## config.mk

```make
export PLATFORM = sky130hd
export DESIGN_NAME = bias_grad_update
export DESIGN_NICKNAME = d
export VERILOG_FILES = /design/src/rtl/bias_grad_update.sv
export SDC_FILE = /design/constraint.sdc
export NUM_CORES = 1
export LEC_CHECK = 0
export ABC_AREA = 0
export CAP_MARGIN = 0
export CORE_ASPECT_RATIO = 1.75
export CORE_MARGIN = 5
export CORE_UTILIZATION = 45
export DETAILED_ROUTE_END_ITERATION = 16
export HOLD_SLACK_MARGIN = 0.03
export PLACE_DENSITY = 0.67
export REMOVE_ABC_BUFFERS = 1
export SYNTH_ARGS = -nofsm -noshare
export SYNTH_HDL_FRONTEND = slang
export SYNTH_SLANG_ARGS = --single-unit
```

## constraint.sdc

```tcl
create_clock -name clk -period 10.3 [get_ports clk]
set_input_delay 1.03 -clock clk [delete_from_list [all_inputs] [get_ports clk]]
set_output_delay 1.03 -clock clk [all_outputs]
set_load 0.05 [all_outputs]
```

## src/rtl/bias_grad_update.sv

```systemverilog
// bias_grad_update: per-column bias gradient accumulator and SGD step.
// Sums a batch of Q8.8 gradient samples, then produces
//   bias_new = sat16(bias - sat16((lr * sat16(sum)) >>> FRAC_W))
// as a one-cycle result pulse.
//
// state     | meaning
// ----------+-----------------------------------------------------------
// ST_IDLE   | waiting for cfg_valid_in; grad_valid_in ignored
// ST_ACCUM  | summing grad samples until batch_size have been seen
// ST_UPDATE | one cycle: saturate sum, apply SGD step, register result
module bias_grad_update #(
  parameter int DATA_W = 16,
  parameter int FRAC_W = 8,
  parameter int ACC_W  = 24,
  parameter int CNT_W  = 8
) (
  input  logic              clk,
  input  logic              rst,
  input  logic              cfg_valid_in,
  input  logic [CNT_W-1:0]  batch_size_in,
  input  logic [DATA_W-1:0] lr_in,
  input  logic [DATA_W-1:0] bias_in,
  input  logic              grad_valid_in,
  input  logic [DATA_W-1:0] grad_in,
  output logic [DATA_W-1:0] bias_out,
  output logic [DATA_W-1:0] grad_sum_out,
  output logic              bias_valid_out,
  output logic              busy_out
);

  typedef enum logic [1:0] {
    ST_IDLE   = 2'd0,
    ST_ACCUM  = 2'd1,
    ST_UPDATE = 2'd2
  } state_t;

  localparam int PROD_W = 2 * DATA_W;
  localparam logic [DATA_W-1:0] SAT_MAX = {1'b0, {(DATA_W-1){1'b1}}};
  localparam logic [DATA_W-1:0] SAT_MIN = {1'b1, {(DATA_W-1){1'b0}}};

  state_t            state_q, state_d;
  logic [ACC_W-1:0]  acc_q, acc_d;
  logic [CNT_W-1:0]  cnt_q, cnt_d;
  logic [CNT_W-1:0]  bsize_q, bsize_d;
  logic [DATA_W-1:0] lr_q, lr_d;
  logic [DATA_W-1:0] bias_q, bias_d;
  logic [DATA_W-1:0] bias_out_q, bias_out_d;
  logic [DATA_W-1:0] sum_out_q, sum_out_d;
  logic              valid_q, valid_d;

  logic [DATA_W-1:0]        sum16;
  logic signed [PROD_W-1:0] lr_ext;
  logic signed [PROD_W-1:0] sum_ext;
  logic signed [PROD_W-1:0] prod_full;
  logic signed [PROD_W-1:0] prod_shift;
  logic [DATA_W-1:0]        prod16;
  logic signed [DATA_W:0]   diff17;
  logic [DATA_W-1:0]        bias_new;
  logic [CNT_W-1:0]         cnt_inc;
  logic [ACC_W-1:0]         grad_ext;

  // Saturating SGD arithmetic; a value fits 16 bits when all bits above
  // the 16-bit sign bit agree with it.
  always_comb begin
    if ((&acc_q[ACC_W-1:DATA_W-1]) || !(|acc_q[ACC_W-1:DATA_W-1]))
      sum16 = acc_q[DATA_W-1:0];
    else
      sum16 = acc_q[ACC_W-1] ? SAT_MIN : SAT_MAX;

    lr_ext     = {{(PROD_W-DATA_W){lr_q[DATA_W-1]}}, lr_q};
    sum_ext    = {{(PROD_W-DATA_W){sum16[DATA_W-1]}}, sum16};
    prod_full  = lr_ext * sum_ext;
    prod_shift = prod_full >>> FRAC_W;

    if ((&prod_shift[PROD_W-1:DATA_W-1]) || !(|prod_shift[PROD_W-1:DATA_W-1]))
      prod16 = prod_shift[DATA_W-1:0];
    else
      prod16 = prod_shift[PROD_W-1] ? SAT_MIN : SAT_MAX;

    diff17 = $signed({bias_q[DATA_W-1], bias_q}) - $signed({prod16[DATA_W-1], prod16});
    if (diff17[DATA_W] == diff17[DATA_W-1])
      bias_new = diff17[DATA_W-1:0];
    else
      bias_new = diff17[DATA_W] ? SAT_MIN : SAT_MAX;
  end

  // Next-state and next-output logic of the sequencer.
  always_comb begin
    state_d    = state_q;
    acc_d      = acc_q;
    cnt_d      = cnt_q;
    bsize_d    = bsize_q;
    lr_d       = lr_q;
    bias_d     = bias_q;
    bias_out_d = '0;
    sum_out_d  = '0;
    valid_d    = 1'b0;
    cnt_inc    = cnt_q + CNT_W'(1);
    grad_ext   = {{(ACC_W-DATA_W){grad_in[DATA_W-1]}}, grad_in};

    case (state_q)
      ST_IDLE: begin
        if (cfg_valid_in) begin
          bsize_d = batch_size_in;
          lr_d    = lr_in;
          bias_d  = bias_in;
          acc_d   = '0;
          cnt_d   = '0;
          state_d = (batch_size_in == '0) ? ST_UPDATE : ST_ACCUM;
        end
      end
      ST_ACCUM: begin
        if (grad_valid_in) begin
          acc_d = acc_q + grad_ext;
          cnt_d = cnt_inc;
          if (cnt_inc == bsize_q)
            state_d = ST_UPDATE;
        end
      end
      ST_UPDATE: begin
        bias_out_d = bias_new;
        sum_out_d  = sum16;
        valid_d    = 1'b1;
        state_d    = ST_IDLE;
      end
      default: state_d = ST_IDLE;
    endcase
  end

  // State and output registers with synchronous reset.
  always_ff @(posedge clk) begin
    if (rst) begin
      state_q    <= ST_IDLE;
      acc_q      <= '0;
      cnt_q      <= '0;
      bsize_q    <= '0;
      lr_q       <= '0;
      bias_q     <= '0;
      bias_out_q <= '0;
      sum_out_q  <= '0;
      valid_q    <= 1'b0;
    end else begin
      state_q    <= state_d;
      acc_q      <= acc_d;
      cnt_q      <= cnt_d;
      bsize_q    <= bsize_d;
      lr_q       <= lr_d;
      bias_q     <= bias_d;
      bias_out_q <= bias_out_d;
      sum_out_q  <= sum_out_d;
      valid_q    <= valid_d;
    end
  end

  assign bias_out       = bias_out_q;
  assign grad_sum_out   = sum_out_q;
  assign bias_valid_out = valid_q;
  assign busy_out       = (state_q != ST_IDLE);

endmodule

```

## After elaboration in Yosys (flattened, before gate mapping)

Cells that the tools add are included.

- Flip-flop bits (word level): 107
- Word-level logic and storage cells: 55
- Input port bits: 60
- Output and inout bits: 34

- Multipliers: 1
- Eq/ne operators: 7
- Multiplexer cells: 18
- $add $sub $neg: 3
- Reductions and logical operators: 16
- Bitwise gates (word level): 1

Operator list:

| operator | number |
|---|---|
| 2-to-1 mux 16 bit | 6 |
| 2-to-1 mux 24 bit | 2 |
| case mux 24 bit (2 select lines) | 1 |
| multiplier 16 x 16 -> 32 bit | 1 |
| adder 24 bit | 1 |
| AND reduction 9 bit | 2 |
| OR reduction 9 bit | 2 |
| subtractor 16 x 16 -> 17 bit | 1 |
| 2-to-1 mux 8 bit | 2 |
| case mux 8 bit (2 select lines) | 1 |
| adder 8 x 1 -> 8 bit, second input constant | 1 |
| equality test 8 bit | 1 |
| zero test 8 bit | 1 |
| 2-to-1 mux 2 bit | 4 |
| != test 2 bit, second input constant | 3 |
| AND reduction 3 bit | 2 |
| case mux 2 bit (2 select lines) | 1 |
| nonzero test 2 bit | 2 |
| equality test 2 x 1 -> 1 bit, second input constant | 1 |
| equality test 2 bit, second input constant | 1 |
| zero test 1 bit | 2 |
| zero test 2 bit | 1 |
| logical OR 1 bit | 2 |
| AND reduction 2 bit | 1 |
| 4 further kinds | 4 |

## Longest topological paths before layout

Gate-level depths: netlist (run 1).

- Depth in word-level cells: 12
- Mapped depth: 44
- Mapped depth without buffers: 41

## Least setup slack after synthesis (run 1)

Ideal clock, no wire load.

- Path type: flip-flop to flip-flop
- Start: register acc_q[15]
- End: register bias_out_q[12] (netlist: bias_out[12])
- Path buffers: 3
- Required time: 10.172 ns
- Cell stages (with the launch flop): 41
- Setup time: 0.128 ns
- Arrival: 9.932 ns
- Period minus slack after synthesis: 10.060 ns
- Path slack: 0.240 ns
- Path through: dfxtp_1 nor4_2 nand2_1 o21ai_0 nor2_1 clkbuf_1 a21o_1 clkbuf_1 nand2_1 inv_1 fa_1 inv_1 fa_1 inv_1 fa_1 fa_1 fa_1 inv_1 (+5 left out) o21ai_4 o21ai_4 nor3_1 o2111ai_4 o41a_4 o21ai_1 ha_1 nor2b_1 o21a_1 o21ai_1 nand2_1 a31o_2 a211oi_2 o21ai_0 or4b_1 o211ai_1 buf_2 o22ai_1

- Cells in the longest elaborated chain, start to end: 12
- Elaborated cells between the ends (all ways): 16
- Those cells by class: add/sub (1); mul (1); eq/ne (1); mux (5); reduce/logical (8)

RTL lines:

| item | RTL line | source |
|---|---|---|
| start, declared | 42 | `logic [ACC_W-1:0] acc_q, acc_d;` |
| start signal, assigned | 134 | `acc_q <= '0;` |
| start signal, assigned | 144 | `acc_q <= acc_d;` |
| OR reduction 9 bit | 65 | `if ((&acc_q[ACC_W-1:DATA_W-1]) \|\| !(\|acc_q[ACC_W-1:DATA_W-1]))` |
| zero test 1 bit | 65 |  |
| logical OR 1 bit | 65 |  |
| 2-to-1 mux 16 bit * | 65 |  |
| multiplier 16 x 16 -> 32 bit * | 72 | `prod_full = lr_ext * sum_ext;` |
| OR reduction 9 bit | 75 | `if ((&prod_shift[PROD_W-1:DATA_W-1]) \|\| !(\|prod_shift[PROD_W-1:DATA_W-1]))` |
| zero test 1 bit | 75 |  |
| logical OR 1 bit | 75 |  |
| 2-to-1 mux 16 bit * | 75 |  |
| subtractor 16 x 16 -> 17 bit * | 80 | `diff17 = $signed({bias_q[DATA_W-1], bias_q}) - $signed({prod16[DATA_W-1], prod16});` |
| 2-to-1 mux 16 bit or equality test 1 bit (tied branches) | 84, 81 |  |
| 2-to-1 mux 16 bit * | 81 | `if (diff17[DATA_W] == diff17[DATA_W-1])` |
| end signal, assigned | 149 | `bias_out_q <= bias_out_d;` |
| end, declared | 47 | `logic [DATA_W-1:0] bias_out_q, bias_out_d;` |

Mark *: on every way between the ends. The rest lies on a longest branch, timed or not.
A chain may end at the register's enable or synchronous reset.

## Final worst setup path (run 1)

- Start: register acc_q[15]
- End: register bias_out_q[6] (netlist: bias_out[6])

The elaborated chain is that of the path after synthesis.

==> results of run 1 <==
through the flow:
stage	std cells	utilization	hold WS, ps
6_report	2304	0.5169	467.3
5_1_grt	2304	0.5169	486.7
4_1_cts	2301	0.5121	465.8
3_5_place_dp	2285	0.5028	453.8
3_3_place_gp	2285	0.5028	452.3
2_1_floorplan	1689	-	430.3
routing by layer:
| metal | routed length [um] | part of all wire | vias up | track usage |
|---|---|---|---|---|
| met5 | 0 | 0 | - | 0 |
| met4 | 2362 | 0.057 | 0 | 0.1152 |
| met3 | 1223 | 0.029 | 113 | 0.02214 |
| met2 | 23440 | 0.57 | 283 | 0.4390 |
| met1 | 14440 | 0.35 | 6180 | 0.2332 |
| li1 | - | - | 5689 | - |
layout make-up:
cell class,count,share of cell area
multi-input cells,1284,0.6875
flip-flops and latches,107,0.1228
clock inverters,7,0.004719
well taps,455,0.03253
repair buffers,144,0.07565
clock buffers,9,0.01287
inverters,298,0.06392
cells in the mapped netlist (29+ instances only):
master / count
sky130_fd_sc_hd__dfxtp_1: 107
sky130_fd_sc_hd__ha_1: 119
sky130_fd_sc_hd__nor2_1: 82
sky130_fd_sc_hd__and2_1: 124
sky130_fd_sc_hd__a21oi_1: 95
sky130_fd_sc_hd__fa_1: 263
sky130_fd_sc_hd__xnor2_1: 44
sky130_fd_sc_hd__xor2_1: 32
sky130_fd_sc_hd__a21o_1: 34
sky130_fd_sc_hd__o21ai_0: 29
sky130_fd_sc_hd__inv_1: 298
sky130_fd_sc_hd__clkbuf_1: 56
sky130_fd_sc_hd__nand2_1: 238
cells in the final DEF (no fill, tap or decap), drive strengths merged, types with 3 or more instances in the layout:
cell type / count
a211oi: 6
a21o: 34
a21oi: 97
a22oi: 22
a31oi: 8
and2: 124
and3: 11
and4: 4
buf: 52
clkbuf: 9
clkdlybuf4s50: 92
clkinv: 4
dfxtp: 107
fa: 263
ha: 119
inv: 301
nand2: 238
nand2b: 13
nand3: 20
nand4: 4
nor2: 82
nor2b: 22
nor3: 14
nor3b: 3
nor4: 8
o211ai: 5
o21a: 10
o21ai: 49
o21bai: 6
o22ai: 8
o31ai: 3
or3: 4
or3b: 3
xnor2: 44
xor2: 32
how the worst max path moves through the flow:
| stage | start | endpoint | slack (ps) | cells past startpoint |
|---|---|---|---|---|
| 6_report | acc_q[15]$_SDFFE_PP0P_ | bias_out[6]$_SDFF_PP0_ | 480 | 38 |
| 2_1_floorplan | acc_q[15]$_SDFFE_PP0P_ | bias_out[10]$_SDFF_PP0_ | -290 | 37 |
| 5_1_grt | acc_q[15]$_SDFFE_PP0P_ | bias_out[11]$_SDFF_PP0_ | -90 | 40 |
| 3_3_place_gp | acc_q[21]$_SDFFE_PP0P_ | bias_out[1]$_SDFF_PP0_ | -200 | 40 |
| 4_1_cts | acc_q[19]$_SDFFE_PP0P_ | bias_out[6]$_SDFF_PP0_ | 70 | 39 |
| 3_5_place_dp | acc_q[21]$_SDFFE_PP0P_ | bias_out[6]$_SDFF_PP0_ | -380 | 40 |
flip-flops by register name, summed over array words and instances (netlist names):
register        count
bias_out           16
grad_sum_out       16
state_q             2
lr_q               16
bias_valid_out      1
cnt_q               8
acc_q              24
bias_q             16
bsize_q             8
logic make-up (layout without fill, tap and decap cells):
logic type               Yosys count  in the layout
buffers and inverters            361            458
AND/OR/NAND/NOR                  556            556
XOR/XNOR                          76             76
AO/OA/AOI/OAI                    270            270
flip-flops                       107            107
adder cells (fa/ha/maj)          382            382
worst min-delay path, stage by stage (launching register included):
cell and delay (ps):
sky130_fd_sc_hd__dfxtp_1 320, sky130_fd_sc_hd__nand2_1 50, sky130_fd_sc_hd__a21oi_1 50
repair_timing:
action,in CTS,in global routing
pin swaps,0,6
hold buffers,0,0
endpoints found under the setup margin,15,16
buffers inserted,0,2
gates cloned,0,1
gates resized for setup,2,42
==> flow_summary.json, run 1 <==
{
  "run_status": "complete, no violations",
  "placement.io_buffers": 93,
  "grt_overflow": 0,
  "timing.critical_path.arrival_ps": 10120,
  "critPathCaptureType": "flip-flop",
  "grt_antenna_before_repair": 1,
  "critPathKind": "flip-flop to flip-flop",
  "setup-tns-final_ps": 0,
  "area_of_the_multi_input_gates_mm2": 0.01203,
  "cts-buffers-inserted": 9,
  "netlist_top_cells_area": "sky130_fd_sc_hd__fa_1, sky130_fd_sc_hd__dfxtp_1, sky130_fd_sc_hd__ha_1, sky130_fd_sc_hd__inv_1, sky130_fd_sc_hd__nand2_1",
  "worst_path_most_repeated_cell": "sky130_fd_sc_hd__fa_1",
  "post_synth_and_or_nand_nor_area_fraction": 0.1746,
  "postLayoutCellArea_mm2": 0.01750,
  "required_time_at_the_endpoint_of_the_critical_path_ps": 10600,
  "synth_enable_flop_cells": 0,
  "syn-instance-count": 1752,
  "core_mm2": 0.03385,
  "seq_area_frac_synth": 0.1389,
  "worstPathMaxFanout": 13,
  "die_area_mm2": 0.03822,
  "detailedRoute.firstPassIterationCount": 5,
  "r2r_setup_slack_ps": 480,
  "num_vias": 12270,
  "layout-area-overhead-vs-synth_pct": 13.47,
  "largest_family_of_logic_cells_by_synthesized_area": "adder cells",
  "cpPeakStageDelay_ps": 540,
  "ctsHtreeMaxLevel": 3,
  "finalSetupViolations": 0,
  "final.setup_skew_ps": 9.770,
  "post_synth_instance_area_mm2": 0.01542,
  "synth_compound_area_frac": 0.1160,
  "clkTransAtPathRegs_ps": 80,
  "antenna_diode_count": 0,
  "tritoncts": "built",
  "initial_standard_cell_utilization_of_the_core": 0.4556,
  "rr_worst_depth": 38,
  "placement.cell_area_mm2": 0.01702,
  "setup_slack_ps": 481.6,
  "path_class_of_the_lowest_slack_min_delay_path": "flip-flop to flip-flop",
  "type_of_origin_of_the_critical_path": "flip-flop",
  "via_per_inst": 5.323,
  "drtAntennaViolNets": 0,
  "place_congestion": 0.9124,
  "hold_start": "bias_q[11]$_SDFFE_PP0P_",
  "vias_in_the_first_global_route": 13320,
  "die_width_um": 149.9,
  "holdPathStages": 2,
  "synthesized_flop_and_latch_total": 107,
  "synth_cell_types": 69,
  "timing.critical_path.max_delay_family": "adder cells",
  "register_area_mm2": 0.002150,
  "drt_iter0_drc": 578,
  "synth.mux.area_fraction": 0,
  "die_y_um": 254.9,
  "post_synth.cell_area_avg_um2": 8.803,
  "filler_cell_count": 3231,
  "grt_max_degree": 78,
  "global_route_wire_length_before_repair_mm": 67.20,
  "finalCritPeriodShare": 0.9532,
  "cap_viol_max_count": 0,
  "clk_path_buf_depth": 2,
  "placement_row_count": 89,
  "grtUsageTotal": 0.2247,
  "place_worst_setup_slack_ps": -381.5,
  "ioPinCount": 94,
  "most_used_flip_flop_cell_after_synthesis": "sky130_fd_sc_hd__dfxtp_1",
  "synth_top_area_frac": 0.3414,
  "share_of_post_route_cells_with_drive_strength_above_1": 0.06652,
  "final-max-slew-violation-count": 0,
  "synth-warning-count": 0,
  "synth_xor_area_frac": 0.04316,
  "finish.net_count": 2286,
  "timing.rr.end": "bias_out[6]$_SDFF_PP0_",
  "cts_root_buf": "sky130_fd_sc_hd__clkbuf_16",
  "maxClockFrequency_mhz": 101.9,
  "relSlewSlack": 0.4047,
  "detailed_placement_wirelength_estimate_mm": 34.12,
  "timing.final.hold_violations": 0,
  "fraction_of_registers_with_async_set_or_reset_after_synthesis": 0,
  "timing_worst_slew_pin_value_ps": 891.8,
  "routedWlPerCell_um": 18.00,
  "wl_mm": 41.47,
  "min_period_ps": 9818,
  "r2r_start": "acc_q[15]$_SDFFE_PP0P_",
  "synthAdderAreaFrac": 0.4379,
  "critPathBufInv": 5,
  "synthDominantAreaCellType": "sky130_fd_sc_hd__fa_1",
  "timing.critical_path.slowest_stage_cell": "sky130_fd_sc_hd__fa_1",
  "clock_latency_ps": 370,
  "drc_errors": 0,
  "tritoncts_num_sinks": 107,
  "holdPathEnd": "bias_q[11]$_SDFFE_PP0P_"
}
Power of run 1 is left out: the tool's default activity adds up to more than one toggle a clock period on the data nets, which glitch-free logic cannot reach.
==> inputs of run 2 (changes only) <==
TNS_END_PERCENT = 20   (was default)
==> results of run 2 <==
The final DEF is identical to that of run 1; final timing and power are the same.
Power of run 2 is left out for the same reason.
==> inputs of run 3 (changes only) <==
CELL_PAD_IN_SITES_DETAIL_PLACEMENT = 1   (was default)
CELL_PAD_IN_SITES_GLOBAL_PLACEMENT = 2   (was default)
CORE_UTILIZATION = 35   (was 45)
PLACE_DENSITY = 0.8   (was 0.67)
==> flow_summary.json, run 3 (synthesis gave the netlist of run 1 again) <==
{
  "run_status": "complete, no violations",
  "critPathLaunch": "acc_q[22]$_SDFFE_PP0P_",
  "final-max-slew-violation-count": 0,
  "critPathKind": "flip-flop to flip-flop",
  "r2r_setup_slack_ps": 340,
  "cap_viol_max_count": 0,
  "hold_start": "bias_q[13]$_SDFFE_PP0P_",
  "relSlewSlack": 0.3423,
  "die_width_um": 168.7,
  "required_time_at_the_endpoint_of_the_critical_path_ps": 10550,
  "type_of_origin_of_the_critical_path": "flip-flop",
  "timing.final.hold_violations": 0,
  "drtAntennaViolNets": 0,
  "holdPathStages": 2,
  "final_common_cell": "sky130_fd_sc_hd__inv_1",
  "via_per_inst": 5.117,
  "vias_in_the_first_global_route": 14330,
  "place_inst": 2404,
  "layout-area-overhead-vs-synth_pct": 16.93,
  "cts_hold_buffers": 0,
  "finish.cell_count_without_fillers": 2440,
  "die_area_mm2": 0.04853,
  "clkTransAtPathRegs_ps": 90,
  "timing.rr.end": "bias_out[11]$_SDFF_PP0_",
  "drc_errors": 0,
  "tritoncts": "built",
  "worstPathMaxFanout": 17,
  "ctsHtreeMaxLevel": 3,
  "finalCritPeriodShare": 0.9673,
  "grt_max_degree": 78,
  "rr_worst_depth": 39,
  "final.hold.worst_slack_ps": 468.7,
  "finalSetupViolations": 0,
  "detailed_placement_wirelength_estimate_mm": 41.02,
  "path_class_of_the_lowest_slack_min_delay_path": "flip-flop to flip-flop",
  "clk_path_buf_depth": 2,
  "worst_path_most_repeated_cell": "sky130_fd_sc_hd__fa_1",
  "place_congestion": 0.8527,
  "holdPathEnd": "bias_q[13]$_SDFFE_PP0P_",
  "max_flop_register": "acc_q",
  "filler_cell_count": 5084,
  "timing.critical_path.slowest_stage_cell": "sky130_fd_sc_hd__fa_1",
  "placement.cell_area_mm2": 0.01726,
  "cpPeakStageDelay_ps": 600,
  "grt_overflow": 0,
  "wl_mm": 49.31,
  "grt_antenna_before_repair": 1,
  "maxClockFrequency_mhz": 100.4,
  "postLayoutCellArea_mm2": 0.01803,
  "die_y_um": 287.7,
  "ioPinCount": 94,
  "detailedRoute.firstPassIterationCount": 5,
  "placement.io_buffers": 93,
  "min_period_ps": 9963,
  "drt_iter0_drc": 424,
  "grtUsageTotal": 0.2036,
  "setup-tns-final_ps": 0,
  "num_vias": 12490,
  "routedWlPerCell_um": 20.21,
  "final.setup_skew_ps": 13.09,
  "most-common-layout-cells": "sky130_fd_sc_hd__inv_1, sky130_fd_sc_hd__fa_1, sky130_fd_sc_hd__nand2_1",
  "core_mm2": 0.04347,
  "cts-buffers-inserted": 9,
  "initial_standard_cell_utilization_of_the_core": 0.3548,
  "cts_root_buf": "sky130_fd_sc_hd__clkbuf_16",
  "largest_register_ff_count": 24,
  "clock_latency_ps": 380,
  "timing.critical_path.arrival_ps": 10210,
  "share_of_post_route_cells_with_drive_strength_above_1": 0.09023,
  "critPathCaptureType": "flip-flop",
  "tritoncts_num_sinks": 107,
  "placement_row_count": 101,
  "global_route_wire_length_before_repair_mm": 76.74,
  "timing_worst_slew_pin_value_ps": 986.6,
  "finish.net_count": 2310,
  "r2r_start": "acc_q[22]$_SDFFE_PP0P_"
}
-- run 3: critical path, delay by kind of cell, from the launching register on --
kind,cells,cell delay (ps)
adder cells (fa/ha/maj),8,3680
AO/OA/AOI/OAI,15,2820
AND/OR/NAND/NOR,10,2160
buffers and inverters,6,790
flip-flops,1,370
-- run 3: repair_timing --
action                                  CTS  global route
resized for setup                         5            71
endpoints found under the setup margin   15            16
gates cloned                              0             3
buffers inserted                          3            13
hold endpoints to repair                  0             0
pin swaps                                 1            32
-- run 3: worst max-delay path by stage --
stage | endpoint | cells past startpoint
after global routing | bias_out[9]$_SDFF_PP0_ | 42
after global placement | bias_out[0]$_SDFF_PP0_ | 40
after detailed placement | bias_out[10]$_SDFF_PP0_ | 41
final | bias_out[11]$_SDFF_PP0_ | 39
after floorplan | bias_out[10]$_SDFF_PP0_ | 37
after CTS | bias_out[10]$_SDFF_PP0_ | 43
-- run 3: metal layers --
metal | up-vias | routed length [um] | track usage
met5 | - | 0 | 0
li1 | 5737 | - | -
met3 | 82 | 885 | 0.01470
met1 | 6497 | 16230 | 0.1918
met2 | 170 | 29920 | 0.4376
met4 | 0 | 2271 | 0.07614
-- run 3: final cells by class --
cell class	instances	area (um2)	share of cell area
Tap cell	566	708.2	0.03927
Inverter	298	1119	0.06203
Clock buffer	9	225.2	0.01249
Clock inverter	7	110.1	0.006106
Timing Repair Buffer	167	1541	0.08548
Antenna cell	1	2.502	0.0001388
Sequential cell	107	2155	0.1195
Multi-Input combinational cell	1285	12170	0.6750
-- run 3: per-stage QoR --
stage                     utilization  setup slack (ps)
after floorplan                     -            -289.3
after global placement         0.3970            -35.00
after detailed placement       0.3970            -379.3
after CTS                      0.4057             21.32
after global routing           0.4148            -82.26
final                          0.4148             336.9
Power of run 3 is left out for the same reason.
